File: src/rtl/vend_pkg.sv
// Shared types for the vending controller: FSM states and change-coin selection.
package vend_pkg;

   typedef enum logic {
      IDLE,
      CHANGE
   } vend_state_t;

   typedef enum logic [1:0] {
      COIN_NONE,
      COIN_Q,
      COIN_D,
      COIN_N
   } coin_sel_t;

endpackage

File: src/rtl/change_pick.sv
// Greedy change selection: picks the largest coin whose value fits in the remaining credit.
module change_pick
   import vend_pkg::*;
#(
   parameter int unsigned CREDIT_W = 7,
   parameter int unsigned Q_VAL    = 25,
   parameter int unsigned D_VAL    = 10,
   parameter int unsigned N_VAL    = 5
) (
   input  logic [CREDIT_W-1:0] credit,
   output coin_sel_t           sel,
   output logic [CREDIT_W-1:0] value
);

   localparam logic [CREDIT_W-1:0] QV = CREDIT_W'(Q_VAL);
   localparam logic [CREDIT_W-1:0] DV = CREDIT_W'(D_VAL);
   localparam logic [CREDIT_W-1:0] NV = CREDIT_W'(N_VAL);

   always_comb begin
      sel   = COIN_NONE;
      value = '0;
      if (credit >= QV) begin
         sel   = COIN_Q;
         value = QV;
      end else if (credit >= DV) begin
         sel   = COIN_D;
         value = DV;
      end else if (credit >= NV) begin
         sel   = COIN_N;
         value = NV;
      end
   end

endmodule

File: src/rtl/vend_ctrl.sv
// Vending controller: coin credit accumulation, vend on Buy, greedy one-coin-per-cycle change.
module vend_ctrl
   import vend_pkg::*;
#(
   parameter int unsigned PRICE      = 25,
   parameter int unsigned CREDIT_W   = 7,
   parameter int unsigned MAX_CREDIT = 95,
   parameter int unsigned Q_VAL      = 25,
   parameter int unsigned D_VAL      = 10,
   parameter int unsigned N_VAL      = 5
) (
   input  logic                Clock,
   input  logic                Reset,
   input  logic                Quarters,
   input  logic                Dimes,
   input  logic                Nickles,
   input  logic                Buy,
   input  logic                Refund,
   output logic [CREDIT_W-1:0] Credit,
   output logic                Vending,
   output logic                CoinReject,
   output logic                QuarterOut,
   output logic                DimeOut,
   output logic                NickelOut,
   output logic                Busy
);

   // Two spare bits so credit plus a full coin sum can never wrap before the limit check.
   localparam int unsigned SUM_W = CREDIT_W + 2;

   localparam logic [CREDIT_W-1:0] PRICE_C = CREDIT_W'(PRICE);
   localparam logic [SUM_W-1:0]    MAX_C   = SUM_W'(MAX_CREDIT);

   vend_state_t         state_q, state_d;
   logic [CREDIT_W-1:0] credit_q, credit_d;
   logic                vend_q, vend_d;
   logic                reject_q, reject_d;
   logic                qout_q, qout_d;
   logic                dout_q, dout_d;
   logic                nout_q, nout_d;

   logic                any_coin;
   logic [SUM_W-1:0]    coin_sum;
   logic [SUM_W-1:0]    credit_sum;
   coin_sel_t           pick_sel;
   logic [CREDIT_W-1:0] pick_value;

   change_pick #(
      .CREDIT_W (CREDIT_W),
      .Q_VAL    (Q_VAL),
      .D_VAL    (D_VAL),
      .N_VAL    (N_VAL)
   ) u_change_pick (
      .credit (credit_q),
      .sel    (pick_sel),
      .value  (pick_value)
   );

   always_comb begin
      any_coin   = Quarters | Dimes | Nickles;
      coin_sum   = (Quarters ? SUM_W'(Q_VAL) : '0)
                 + (Dimes    ? SUM_W'(D_VAL) : '0)
                 + (Nickles  ? SUM_W'(N_VAL) : '0);
      credit_sum = SUM_W'(credit_q) + coin_sum;
   end

   always_comb begin
      state_d  = state_q;
      credit_d = credit_q;
      vend_d   = 1'b0;
      reject_d = 1'b0;
      qout_d   = 1'b0;
      dout_d   = 1'b0;
      nout_d   = 1'b0;
      case (state_q)
         IDLE: begin
            if (Refund && (credit_q != '0)) begin
               state_d  = CHANGE;
               reject_d = any_coin;
            end else if (Buy && (credit_q >= PRICE_C)) begin
               vend_d   = 1'b1;
               credit_d = credit_q - PRICE_C;
               reject_d = any_coin;
            end else if (any_coin) begin
               if (credit_sum <= MAX_C) begin
                  credit_d = credit_sum[CREDIT_W-1:0];
               end else begin
                  reject_d = 1'b1;
               end
            end
         end
         CHANGE: begin
            reject_d = any_coin;
            if (pick_sel == COIN_NONE) begin
               // Any residue below the smallest coin is forfeited.
               credit_d = '0;
               state_d  = IDLE;
            end else begin
               credit_d = credit_q - pick_value;
               qout_d   = (pick_sel == COIN_Q);
               dout_d   = (pick_sel == COIN_D);
               nout_d   = (pick_sel == COIN_N);
            end
         end
      endcase
   end

   always_ff @(posedge Clock or posedge Reset) begin
      if (Reset) begin
         state_q  <= IDLE;
         credit_q <= '0;
         vend_q   <= 1'b0;
         reject_q <= 1'b0;
         qout_q   <= 1'b0;
         dout_q   <= 1'b0;
         nout_q   <= 1'b0;
      end else begin
         state_q  <= state_d;
         credit_q <= credit_d;
         vend_q   <= vend_d;
         reject_q <= reject_d;
         qout_q   <= qout_d;
         dout_q   <= dout_d;
         nout_q   <= nout_d;
      end
   end

   assign Credit     = credit_q;
   assign Vending    = vend_q;
   assign CoinReject = reject_q;
   assign QuarterOut = qout_q;
   assign DimeOut    = dout_q;
   assign NickelOut  = nout_q;
   assign Busy       = (state_q == CHANGE);

endmodule

File: config.mk
export PLATFORM = sky130hd
export DESIGN_NAME = vend_ctrl
export DESIGN_NICKNAME = d
export VERILOG_FILES = /design/src/rtl/vend_pkg.sv /design/src/rtl/change_pick.sv /design/src/rtl/vend_ctrl.sv
export SDC_FILE = /design/constraint.sdc
export NUM_CORES = 1
export LEC_CHECK = 0
export ABC_AREA = 1
export BUFFER_PORTS_ARGS = -buffer_cell sky130_fd_sc_hd__buf_4
export CAP_MARGIN = 10
export CELL_PAD_IN_SITES_DETAIL_PLACEMENT = 1
export CELL_PAD_IN_SITES_GLOBAL_PLACEMENT = 1
export CORE_MARGIN = 1
export CORE_UTILIZATION = 41
export CTS_BUF_LIST = sky130_fd_sc_hd__clkbuf_8
export CTS_CLUSTER_DIAMETER = 30
export DETAILED_ROUTE_END_ITERATION = 12
export PLACE_DENSITY_LB_ADDON = 0.1
export SYNTH_ARGS = -nofsm -noshare
export SYNTH_HDL_FRONTEND = slang
export SYNTH_SLANG_ARGS = --single-unit
File: constraint.sdc
create_clock -name Clock -period 3.2 [get_ports Clock]
set_clock_uncertainty 0.1 [all_clocks]
set_input_delay 0.8 -clock Clock [delete_from_list [all_inputs] [get_ports Clock]]
set_output_delay 0.8 -clock Clock [all_outputs]
set_load 0.02 [all_outputs]
==> results of run 1 <==
worst max path at each step:
stage / cells after the start / slack, ps / endpoint / from
global placement: 12 / 90 / Credit[1]$_DFFE_PP0P_ / Quarters
global route: 12 / 50 / Credit[1]$_DFFE_PP0P_ / Quarters
floorplan: 11 / 350 / Credit[1]$_DFFE_PP0P_ / Quarters
finish: 12 / 220 / Credit[1]$_DFFE_PP0P_ / Quarters
detailed placement: 12 / 3 / Credit[3]$_DFFE_PP0P_ / Quarters
CTS: 12 / 230 / Credit[3]$_DFFE_PP0P_ / Quarters
registers in the layout (all words and copies together) (netlist names):
register    count
Credit          7
CoinReject      1
Busy            1
DimeOut         1
NickelOut       1
QuarterOut      1
Vending         1
cells by family after synthesis:
| logic type | after synthesis |
|---|---|
| buf+inv | 32 |
| compound gates | 16 |
| xor+xnor | 5 |
| flops | 13 |
| simple gates | 126 |
| fa+ha+maj | 22 |
area by class of cell:
cell class              instances  area, um^2
flip-flops and latches         13       325.3
inverters                      29       108.9
well taps                      46       57.56
fillers                       470        1619
repair buffers                 28       210.2
multi-input cells             169        1023
clock inverters                 1       3.754
clock buffers                   3       41.29
synthesized netlist by cell type:
master    instances
nor2_1            7
nand2_2           6
xor2_1            1
or2_1             1
clkinv_1          1
nand2_1          65
inv_1            28
o21ai_0           4
buf_6             1
nand3_2           1
nand3_1          33
a21oi_1           8
nand2_8           1
xnor2_1           4
dfrtp_1          13
or2_2             2
ha_1             18
fa_1              4
nor3_1            1
buf_2             1
buf_4             1
a21oi_2           1
nor2_2            4
nand4_1           5
a31oi_2           1
o21ai_1           2
metal layers:
metal | GRT usage, % | wire, um | up-vias | share of wire (%)
met2 | 46.02 | 2255 | 49 | 47
met5 | 0 | 0 | - | 0
li1 | - | - | 753 | -
met3 | 5.147 | 287 | 9 | 6.0
met1 | 37.19 | 2154 | 758 | 45
met4 | 6.395 | 68 | 0 | 1.4
through the flow:
step | hold slack [ps] | std cells | cell area, um^2 | setup slack, ps
after global routing | 542.6 | 289 | 1770 | 54.04
after CTS | 507.0 | 289 | 1770 | 230.0
after floorplan | 563.2 | 214 | 1481 | 354.3
after global placement | 520.7 | 285 | 1725 | 88.59
final | 494.2 | 289 | 1770 | 221.8
after detailed placement | 519.0 | 285 | 1725 | 3.218
placed cells by master (no fill, tap or decap):
| master | n |
|---|---|
| buf_4 | 28 |
| nand2_1 | 65 |
| clkbuf_8 | 3 |
| clkinv_1 | 1 |
| o21ai_0 | 4 |
| or2_2 | 2 |
| nor2_1 | 7 |
| dfrtp_1 | 13 |
| o21ai_1 | 2 |
| or2_1 | 1 |
| nand4_1 | 5 |
| nor3_1 | 1 |
| xnor2_1 | 4 |
| inv_1 | 29 |
| xor2_1 | 1 |
| nand2_2 | 6 |
| ha_1 | 18 |
| fa_1 | 4 |
| a31oi_2 | 1 |
| nand3_2 | 1 |
| nand3_1 | 33 |
| nand2_8 | 1 |
| a21oi_2 | 1 |
| nor2_2 | 4 |
| a21oi_1 | 8 |
worst max-delay path, stage by stage:
cell and delay [ps]:
buf_4 130, fa_1 420, ha_1 230, fa_1 410, nand3_1 150, a21oi_1 90
o21ai_0 220, nand3_1 140, nand2_2 160, nand2_2 120, nand2_1 90, nand2_1 50
==> metrics.md, run 1 <==
| Metric | Value |
|---|---|
| DR WL/cell | 16.49 um |
| Worst r2r src | Credit[1]$_DFFE_PP0P_ |
| Share of the synthesized area in the top cell type | 21.96% |
| F_max | 335.8 MHz |
| CP Capture Type | flop |
| Largest family of logic cells by synthesized area | simple AND/OR/NAND/NOR gates |
| Antenna violations before repair | 0 |
| Die span in y | 62.11 um |
| Post-synthesis xor/xnor area fraction | 2.956% |
| Die area | 0.003858 mm^2 |
| Fin crit period | 2978 ps |
| CTS Hold Bufs | 0 |
| Multiplexer share of the synthesized area | 0% |
| Synth Area in Simple Gates | 39.36% |
| Avg Synthesized Cell Area | 6.923 um^2 |
| CP Class | in2reg |
| Drt initial violations | 58 |
| Maximum capacitance violations | 0 |
| Clk sink count | 13 |
| CP max FO | 8 |
| Reg clk slew, reported paths | 60 ps |
| Vias per cell | 5.429 |
| Crit path DAT | 3000 ps |
| Area Growth Syn to Fin | 19.51% |
| Synth unique cells | 26 |
| Syn. warnings | 0 |
| Post-Syn Instances | 214 |
| RSZ-0062 raised after global routing | false |
| Final core occ | 52.23% |
| Layout cell share with drive strength beyond 1 | 19.34% |
| Row count | 21 |
| Port Buffers | 19 |
| Antenna Cells | 0 |
| Syn_nets | 243 |
| Slew headroom | 65.96% |
| Post-CTS Setup Inserts | 0 |
| Final Max Tran Viols | 0 |
| CTS Buf Count | 3 |
| Gr ovfl total | 0 |
| Synth Register Bits | 13 |
| Endpoints failing hold | 0 |
| Crit path required time | 3230 ps |
| Final HPWL DP | 4.017 mm |
| Mapped cell area | 0.001481 mm^2 |
| Status | completed |
| DIE WIDTH | 62.11 um |
| Minimum setup slack among reg-to-reg paths | 300 ps |
| Routability cong. | 0.8964 |
| Routed WL | 4.766 mm |
| # setup viols final | 0 |
| Worst min path class | in2async |
| First-pass GRT wire length | 8.342 mm |
| Tcrit/Tclk final | 93.07% |
| DRC viols | 0 |
| Total GRT Usage | 27.71% |
| Post-synthesis adder-cell area fraction | 20.61% |
| Startpoint Class | primary input |
| H-tree depth | 1 |
| Vias in the first global route | 1,680 |
| Largest net degree at the start of global routing | 14 |
| Least-Margin Pin Slew | 510.1 ps |
| Worst R2R Path Depth | 16 |
| Top cells by area, synth | dfrtp_1 (22%), nand2_1 (16%), ha_1 (15%) |
| Clock Path Buffers | 2 |
| Clock Latency Late Sink | 240 ps |
| Clk root buf | clkbuf_8 |
| CTS tree | yes |
| FF-to-FF End | Credit[4]$_DFFE_PP0P_ |
| Yosys top cell by area | dfrtp_1 |
| Compound-gate portion of the synthesized area | 6.166% |
| PostCTS Resize Cnt | 0 |
| Final TNS setup | 0 ps |
| Starting Density | 43.71% |
| TritonRoute pass-1 iters | 4 |
| Sequential share of the synthesized area | 21.96% |
| Core area | 0.003390 mm^2 |
| Post-route ant nets | 0 |
| I/O pin count | 20 |
| Vias | 1,569 |
| Nets | 273 |
Power of run 1 is not shown: default switching activity piles up to over one toggle a cycle in this logic, so the estimate is an artifact.
==> run 2: changes to the inputs <==
--- a/config.mk
+++ b/config.mk
@@ -5,7 +5,6 @@
 export SDC_FILE = /design/constraint.sdc
 export NUM_CORES = 1
 export LEC_CHECK = 0
-export ABC_AREA = 1
 export BUFFER_PORTS_ARGS = -buffer_cell sky130_fd_sc_hd__buf_4
 export CAP_MARGIN = 10
 export CELL_PAD_IN_SITES_DETAIL_PLACEMENT = 1
==> run 2 against run 1 <==
Effect of this change: the flow now finishes with violations (negative setup slack); area after synthesis shrank 0.93%; via count grew 4.4%; non-clock buffer count is 29 higher; core utilization is 11 points higher; first-iteration DRC count grew 130%; register-to-register slack got worse by 320 ps; critical path depth down 1; fmax shrank 7.4%.
==> metrics.md, run 2 <==
| Metric | Value |
|---|---|
| DRC viols | 0 |
| Syn. warnings | 0 |
| Maximum capacitance violations | 0 |
| I/O pin count | 20 |
| TritonRoute pass-1 iters | 4 |
| Post-synth top cells | ha_1 (18), nor2_1 (18), inv_1 (14), dfrtp_1 (13), nand2_1 (11) |
| Least-Margin Pin Slew | 487.0 ps |
| Row count | 21 |
| Worst R2R Path Depth | 11 |
| Yosys top cell by area | dfrtp_1 |
| Top cells by area, synth | dfrtp_1 (22%), ha_1 (15%), fa_1 (5.5%) |
| Slowest stage delay, CP | 580 ps |
| Post-Syn Instances | 173 |
| Final Max Tran Viols | 0 |
| Clk root buf | clkbuf_8 |
| Largest register FFs | 7 |
| Synth unique cells | 47 |
| Most used DFF post-synth | dfrtp_1 |
| Die area | 0.003823 mm^2 |
| Commonest non-fill, non-tap cell in the layout | buf_4 |
| Startpoint Class | flop |
| DIE WIDTH | 61.83 um |
| Crit path DAT | 3300 ps |
| Fin crit period | 3216 ps |
| Worst min path class | in2async |
| First-pass GRT wire length | 7.693 mm |
| Worst setup slack after layout | -15.97 ps |
| CP Class | reg2reg |
| Kind of cell adding the most delay to the critical path | simple AND/OR/NAND/NOR gates |
| CTS Buf Count | 3 |
| Die span in y | 61.83 um |
| Crit path cell chain | or4_4 -> nand2b_1 -> nand2_2 -> buf_4 -> ha_1 -> o21a_1 -> o31a_1 -> o21ai_1 -> or4b_4 -> o221ai_2 -> a22o_1 |
| FF-to-FF End | Credit[5]$_DFFE_PP0P_ |
| Post-route ant nets | 0 |
| Core area | 0.003390 mm^2 |
| Area Growth Syn to Fin | 45.35% |
| CTS Hold Bufs | 0 |
| CP endpoint | Credit[5]$_DFFE_PP0P_ |
| Share of the synthesized area in the top cell type | 22.17% |
| Syn_nets | 202 |
| RSZ-0062 raised after global routing | true |
| Worst Setup SP | Credit[3]$_DFFE_PP0P_ |
| Number of buffers and inverters on the critical path | 1 |
| Synth Register Bits | 13 |
| Tcrit/Tclk final | 100.5% |
| Commonest non-fill, non-tap cells in the layout | buf_4 (52), nor2_1 (17), ha_1 (13), inv_1 (12), dfrtp_1 (11) |
| Routed WL | 5.611 mm |
| DR WL/cell | 20.55 um |
| Vias in the first global route | 1,575 |
| Reg clk slew, reported paths | 50 ps |
| Slowest stage cell, crit path | or4_4 |
| Routability cong. | 0.8889 |
| Starting Density | 43.30% |
| # setup viols final | 1 |
| Minimum setup slack among reg-to-reg paths | -20 ps |
| Worst slack, placed | -300.2 ps |
| Antenna Cells | 0 |
| Worst r2r src | Credit[3]$_DFFE_PP0P_ |
| Final TNS setup | -15.97 ps |
| Nets | 257 |
| CTS tree | yes |
| Drt initial violations | 133 |
| Crit path required time | 3280 ps |
| Port Buffers | 19 |
| Failing checks | negative setup slack |
| Endpoints failing hold | 0 |
| CP Capture Type | flop |
| Vias | 1,638 |
| Vias per cell | 6.000 |
| Final HPWL DP | 4.131 mm |
| Post-synth EDFFs | 0 |
| Layout cell share with drive strength beyond 1 | 42.29% |
| Clk sink count | 13 |
| Critical path depth in cells | 11 |
| Largest net degree at the start of global routing | 14 |
| Clock Path Buffers | 2 |
| Antenna violations before repair | 0 |
| Async set-reset flop share out of synthesis | 100.0% |
| Mapped cell area | 0.001468 mm^2 |
| Avg Synthesized Cell Area | 8.484 um^2 |
| F_max | 310.9 MHz |
| Total GRT Usage | 28.15% |
| Sequential share of the synthesized area | 22.17% |
| CP max FO | 4 |
| Clock Latency Late Sink | 240 ps |
| Post-Route Hold Slack | 478.9 ps |
| Gr ovfl total | 0 |
| Status | complete, but fails checks |
| H-tree depth | 1 |
| Slew headroom | 67.50% |
run 2: metrics by stage:
stage	utilization (%)	instances	cell area, um^2
after global placement	57.18	263	1938
after CTS	59.65	269	2022
after global routing	62.94	273	2133
after detailed placement	57.18	263	1938
final	62.94	273	2133
after floorplan	-	173	1536
run 2: repair_timing:
item	CTS	global route
hold endpoints to repair	0	0
resized for setup	3	21
endpoints found under the setup margin	3	4
pin swaps	1	17
buffers inserted	2	4
run 2: worst min-delay path by stage:
stage          slack, ps                     to                   from
6_report             480  Credit[6]$_DFFE_PP0P_                  Reset
2_1_floorplan        540  Credit[0]$_DFFE_PP0P_  Credit[0]$_DFFE_PP0P_
4_1_cts              490  Credit[6]$_DFFE_PP0P_                  Reset
5_1_grt              520  Credit[6]$_DFFE_PP0P_                  Reset
3_3_place_gp         620  Credit[0]$_DFFE_PP0P_  Credit[0]$_DFFE_PP0P_
3_5_place_dp         660  Credit[0]$_DFFE_PP0P_  Credit[0]$_DFFE_PP0P_
run 2: worst register-to-register path, stage by stage, from the launching register on:
cell and delay, ps:
dfrtp_1 440, or4_4 580, nand2b_1 250, nand2_2 150
buf_4 130, ha_1 270, o21a_1 210, o31a_1 130
o21ai_1 180, or4b_4 480, o221ai_2 80, a22o_1 150
run 2: area by class of cell:
type / instances / area, um^2
Tap cell: 46 / 57.56
Clock inverter: 1 / 3.754
Fill cell: 387 / 1256
Multi-Input combinational cell: 139 / 1204
Inverter: 14 / 52.55
Timing Repair Buffer: 57 / 446.7
Sequential cell: 13 / 327.8
Clock buffer: 3 / 41.29
run 2: per-layer routing:
metal  global-route usage, %  wire [um]
met1                   37.91       2322
met2                   47.00       2764
met3                   1.449        334
met4                   11.75        189
met5                       0          0
run 2: kinds of logic (layout without fill, tap and decap cells):
family | Yosys count | in the layout | synth area share, %
buf+inv | 21 | 75 | 6.223
fa+ha+maj | 22 | 22 | 20.80
compound gates | 56 | 56 | 27.88
flops | 13 | 13 | 22.17
xor+xnor | 6 | 6 | 3.581
simple gates | 55 | 55 | 19.35
Power of run 2 is left out for the same reason.
